**src/rtl/pivot_row_swap_pkg.sv**
```systemverilog
// Shared definitions for the pivot row exchange and its column-scan neighbours.
// Holds the FSM state encoding, default matrix geometry and the row-index width helper.
package pivot_row_swap_pkg;

   localparam int PRS_MAT_SIZE = 5;
   localparam int PRS_DATWIDTH = 64;

   // One extra bit so out-of-range winner indices stay representable.
   function automatic int prs_idx_w(input int mat_size);
      return $clog2(mat_size) + 1;
   endfunction

   typedef enum logic [2:0] {
      IDLE  = 3'd0,
      RD_A  = 3'd1,
      RD_B  = 3'd2,
      CAP_B = 3'd3,
      WR_A  = 3'd4,
      WR_B  = 3'd5,
      DONE  = 3'd6
   } prs_state_e;

endpackage

```
**src/rtl/pivot_row_swap.sv**
```systemverilog
// Exchanges the target row with the pivot row in row memory after a pivot search completes.
// Latency accept->swapDone: 6 cycles for a swap, 1 for skip/singular; matchDone is not acknowledged while busy.
module pivot_row_swap
   import pivot_row_swap_pkg::*;
#(
   parameter int MAT_SIZE = PRS_MAT_SIZE,
   parameter int DATWIDTH = PRS_DATWIDTH,
   parameter int ROWWIDTH = 2 * MAT_SIZE * DATWIDTH
) (
   input  logic                           clk,
   input  logic                           reset_n,
   input  logic [prs_idx_w(MAT_SIZE)-1:0] opCnt,
   input  logic                           matchDone,
   input  logic                           error,
   input  logic [prs_idx_w(MAT_SIZE)-1:0] winnerIndex,
   output logic                           matchDoneRst,
   output logic                           rowRdEn,
   output logic [prs_idx_w(MAT_SIZE)-1:0] rowRdAddr,
   input  logic [ROWWIDTH-1:0]            rowRdData,
   output logic                           rowWrEn,
   output logic [prs_idx_w(MAT_SIZE)-1:0] rowWrAddr,
   output logic [ROWWIDTH-1:0]            rowWrData,
   input  logic                           parityClr,
   output logic                           busy,
   output logic                           swapDone,
   output logic                           singular,
   output logic                           swapParity
);

   localparam int IW = prs_idx_w(MAT_SIZE);
   localparam logic [IW-1:0] LAST_ROW = IW'(MAT_SIZE - 1);

   prs_state_e          state_q, state_d;
   logic [IW-1:0]       tgt_row_q, tgt_row_d;
   logic [IW-1:0]       piv_row_q, piv_row_d;
   logic [ROWWIDTH-1:0] buf_a_q, buf_a_d;
   logic [ROWWIDTH-1:0] buf_b_q, buf_b_d;
   logic                rd_en_q, rd_en_d;
   logic [IW-1:0]       rd_addr_q, rd_addr_d;
   logic                wr_en_q, wr_en_d;
   logic [IW-1:0]       wr_addr_q, wr_addr_d;
   logic [ROWWIDTH-1:0] wr_dat_q, wr_dat_d;
   logic                singular_q, singular_d;
   logic                parity_q, parity_d;
   logic                accept;
   logic                bad_pivot;

   // Gating with reset_n keeps the acknowledge low while reset holds the FSM in IDLE.
   assign accept       = (state_q == IDLE) && matchDone && reset_n;
   assign bad_pivot    = error || (winnerIndex > LAST_ROW) || (winnerIndex < opCnt);

   assign matchDoneRst = accept;
   assign busy         = (state_q != IDLE);
   assign swapDone     = (state_q == DONE);
   assign rowRdEn      = rd_en_q;
   assign rowRdAddr    = rd_addr_q;
   assign rowWrEn      = wr_en_q;
   assign rowWrAddr    = wr_addr_q;
   assign rowWrData    = wr_dat_q;
   assign singular     = singular_q;
   assign swapParity   = parity_q;

   always_comb begin
      state_d    = state_q;
      tgt_row_d  = tgt_row_q;
      piv_row_d  = piv_row_q;
      buf_a_d    = buf_a_q;
      buf_b_d    = buf_b_q;
      rd_en_d    = 1'b0;
      rd_addr_d  = rd_addr_q;
      wr_en_d    = 1'b0;
      wr_addr_d  = wr_addr_q;
      wr_dat_d   = wr_dat_q;
      singular_d = singular_q;
      parity_d   = parity_q;

      // Memory-facing outputs are registered, so each is loaded on entry to the state that uses it.
      case (state_q)
         IDLE: begin
            if (accept) begin
               tgt_row_d = opCnt;
               piv_row_d = winnerIndex;
               if (bad_pivot) begin
                  singular_d = 1'b1;
                  state_d    = DONE;
               end else if (winnerIndex == opCnt) begin
                  state_d = DONE;
               end else begin
                  state_d   = RD_A;
                  rd_en_d   = 1'b1;
                  rd_addr_d = opCnt;
               end
            end
         end
         RD_A: begin
            state_d   = RD_B;
            rd_en_d   = 1'b1;
            rd_addr_d = piv_row_q;
         end
         RD_B: begin
            buf_a_d = rowRdData;
            state_d = CAP_B;
         end
         CAP_B: begin
            buf_b_d   = rowRdData;
            state_d   = WR_A;
            wr_en_d   = 1'b1;
            wr_addr_d = tgt_row_q;
            wr_dat_d  = buf_b_d;
         end
         WR_A: begin
            state_d   = WR_B;
            wr_en_d   = 1'b1;
            wr_addr_d = piv_row_q;
            wr_dat_d  = buf_a_q;
         end
         WR_B: begin
            parity_d = ~parity_q;
            state_d  = DONE;
         end
         DONE: begin
            state_d = IDLE;
         end
         default: begin
            state_d = IDLE;
         end
      endcase

      if (parityClr) begin
         singular_d = 1'b0;
         parity_d   = 1'b0;
      end
   end

   always_ff @(posedge clk or negedge reset_n) begin
      if (!reset_n) begin
         state_q    <= IDLE;
         tgt_row_q  <= '0;
         piv_row_q  <= '0;
         buf_a_q    <= '0;
         buf_b_q    <= '0;
         rd_en_q    <= 1'b0;
         rd_addr_q  <= '0;
         wr_en_q    <= 1'b0;
         wr_addr_q  <= '0;
         wr_dat_q   <= '0;
         singular_q <= 1'b0;
         parity_q   <= 1'b0;
      end else begin
         state_q    <= state_d;
         tgt_row_q  <= tgt_row_d;
         piv_row_q  <= piv_row_d;
         buf_a_q    <= buf_a_d;
         buf_b_q    <= buf_b_d;
         rd_en_q    <= rd_en_d;
         rd_addr_q  <= rd_addr_d;
         wr_en_q    <= wr_en_d;
         wr_addr_q  <= wr_addr_d;
         wr_dat_q   <= wr_dat_d;
         singular_q <= singular_d;
         parity_q   <= parity_d;
      end
   end

endmodule

```
**config.mk**
```make
export PLATFORM = sky130hd
export DESIGN_NAME = pivot_row_swap
export DESIGN_NICKNAME = d
export VERILOG_FILES = /design/src/rtl/pivot_row_swap_pkg.sv /design/src/rtl/pivot_row_swap.sv
export SDC_FILE = /design/constraint.sdc
export NUM_CORES = 2
export LEC_CHECK = 0
export BUFFER_PORTS_ARGS = -buffer_cell sky130_fd_sc_hd__buf_2
export CORE_AREA = 2 2 506 508
export DETAILED_ROUTE_END_ITERATION = 8
export DIE_AREA = 0 0 508 510
export GPL_TIMING_DRIVEN = 0
export PLACE_DENSITY = 0.51
export SYNTH_ARGS = -nofsm -noshare
export SYNTH_HDL_FRONTEND = slang
export SYNTH_SLANG_ARGS = --single-unit
```
**constraint.sdc**
```tcl
create_clock -name clk -period 3.5 [get_ports clk]
set_input_delay 0.525 -clock clk [delete_from_list [all_inputs] [get_ports clk]]
set_output_delay 0.525 -clock clk [all_outputs]
set_load 0.05 [all_outputs]
```
==> results.yml <==
setup_path:
  critPathMaxFanout: 137
  worstPathCellList: "dlygate4sd3_1, buf_12, nand2_1, nor2_1, buf_4, buf_2"
  r2r-end: "rowWrData[382]"
  crit_required_ns: 2.97
  ff2ff_path_depth: 8
  cp-end-kind: "output pin"
  r2r_start: "state_q[1]"
  rrSetupSlack_ns: 0.49
  slowest_delay_ns: 0.58
  slowest_stage: "dlygate4sd3_1"
  worstSetupStartpointType: "input port"
  path_class: "in2out"
  arrival_ns: 2.72
sta:
  fin_worst_skew_ns: 0.0454
  rsz0062_at_grt: "false"
  max_slew.worst_pin.slew_ns: 1.18
  slew_violations: 0
  whs_ns: 0.185
  relSlewSlack: 0.210
  fin_setup_tns_ns: 0
  finalHoldViolations: 0
  finalSetupViolCount: 0
  layout_min_cycle_time_ns: 3.24
  finalCritPeriodShare: 0.926
  finalWorstSetupSlack_ns: 0.259
  max_freq_ghz: 0.309
power:
  powerDensity_mw_per_mm2: 1160
  power.static_leakage_uw: 0.0338
  worst_ir_drop_vdd_mv: 0.780
flow_run:
  drv_cap: 0
yosys:
  avgSynthCellArea_um2: 10.9
  synthArstFlopShare: 1.00
  yosysTopAreaCellShare: 0.607
  synth_flop_cell: "dfrtp_1"
  yosys-top-cells-count: "1303 x dfrtp_1, 1292 x nand2_1, 646 x nor2_1"
  synth_cell_types: 36
  synth_area_leaders: "dfrtp_1 61%, mux2_2 13%, nand2_1 9.0%"
  yosysSeqAreaShare: 0.607
  netlist_area_mm2: 0.0537
  ys_ff_latch: 1303
  syn_nets: 5595
  ys_warn_count: 0
  synth_top_cell_by_area: "dfrtp_1"
  synthCells: 4938
  synth_edf_count: 0
  synth.most_common_cell: "dfrtp_1"
placed_design:
  dp_hpwl_um: 205000
  place.port_buffers: 1307
  place_ws_ns: -0.311
  routabilityCongestion: 0.942
clock_network:
  cts_inserted_buffers: 153
  clock-root-buffer: "clkbuf_16"
  cts_tree: "built"
  clock_latency_ns: 0.82
  clockBufferDepth: 3
  clk_pin_slew_worst_paths_ns: 0.06
  cts.sinks: 1303
  h-tree-depth: 4
worst_hold_path:
  holdCritPathClass: "in2reg"
  min_from: "matchDone"
  whs_endpoint: "singular"
  hold_depth: 5
floorplanning:
  core.rowCount: 185
  die_h_um: 510
  ios: 1308
  die-area_mm2: 0.259
  dieWidth_um: 508
  start_util: 0.212
  core_area_mm2: 0.253
global_route:
  antenna_found_initial: 74
  grt-ovfl-total: 0
  grt_max_degree: 162
  grt_pass1_vias: 48100
  grt_pass1_wl_um: 362000
  grt_usage: 0.194
route:
  drt_wl_total_um: 261000
  drtIter0Drc: 3391
  ant_nets: 0
  wire_per_inst_um: 24.6
  vias_per_cell: 4.46
  dr.pass1.iters: 5
  drc: 0
  num_vias: 47300
finish:
  layout.nets: 7716
  area_growth_pct: 42.5
  num-fill-cells: 26400
  drive_gt1_frac: 0.334
outcome:
  status: "finished clean"
## routing by layer
metal  routed length [um]  part of all wire  GRT usage
met5                  152           0.00058          0
met4                14300             0.055     0.0950
met3                27000              0.10     0.0819
met2               119000              0.46      0.313
met1               100000              0.38      0.222
## registers in the layout, summed over array words and instances (netlist names)
signal	count
rowWrEn	1
tgt_row_q	4
piv_row_q	4
rowRdEn	1
swapParity	1
rowRdAddr	4
buf_a_q	640
rowWrData	640
singular	1
rowWrAddr	4
state_q	3
## layout make-up
class / count / area, um^2 / area share
Antenna cell: 58 / 145 / 0.00190
Buffer: 361 / 2150 / 0.0281
Clock buffer: 218 / 4440 / 0.0581
Clock inverter: 55 / 693 / 0.00906
Inverter: 6 / 22.5 / 0.000294
Multi-Input combinational cell: 3268 / 18900 / 0.247
Sequential cell: 1303 / 32600 / 0.426
Tap cell: 3366 / 4210 / 0.0551
Timing Repair Buffer: 1966 / 13300 / 0.174
## metrics by stage
stage                     area, um^2  cells  power [uW]   util
after global routing           76400  10600       93500  0.302
final                          76500  10600       88600  0.302
after CTS                      76300  10500       89600  0.301
after detailed placement       64700   9619       72000  0.255
after floorplan                53700   4938       55900      -
after global placement         64400   9611       71300  0.254
## cell usage in the layout, fill, tap and decap left out, drive strengths merged, types with 4 or more instances in the layout
cell and n:
inv 15, a31oi 645, mux2 653, bufinv 8, dlygate4sd3 650, clkbuf 350, clkinv 38, ha 4
nand2 1293, diode 58, buf 1545, dfrtp 1303, nor2 647
## worst max-delay path by stage
stage | from | to | slack (ns) | depth (start not counted)
after global routing | reset_n | matchDoneRst | 0.06 | 6
final | reset_n | matchDoneRst | 0.26 | 6
after CTS | reset_n | matchDoneRst | 0.23 | 6
after floorplan | state_q[1] | matchDoneRst | 1.37 | 4
after global placement | reset_n | rowWrData[295] | -28.13 | 1
after detailed placement | state_q[1] | rowWrData[249] | -0.31 | 7
## worst max-delay path: cells and delay by family
family | cells | cell delay (ns)
buffers and inverters | 4 | 1.66
AND/OR/NAND/NOR | 2 | 0.40
## timing repair
item / 4_1_cts / 5_1_grt
setup buffers: 0 / 0
gates resized for setup: 2 / 0
endpoints found under the setup margin: 57 / 31
endpoints found under the hold margin: 1422 / 0
hold buffers: 650 / 0
cloned: 0 / 1
## report_power, final
part | internal [uW] | leakage, uW | switching [uW]
logic | 13100 | 0.0166 | 31900
registers | 22900 | 0.0147 | 4150
clock network | 9500 | 0.00254 | 7050
total | 45400 | 0.0338 | 43100
## cells by family after synthesis
kind of cell               synth area share
AOI/OAI and AO/OA                    0.0766
xor gates and xnor gates           0.000163
muxes                                 0.137
buffers and inverters                0.0405
and+or+nand+nor                       0.138
adders and majority gates          0.000932
DFF                                   0.607
Power figures use the tool's default switching activity.
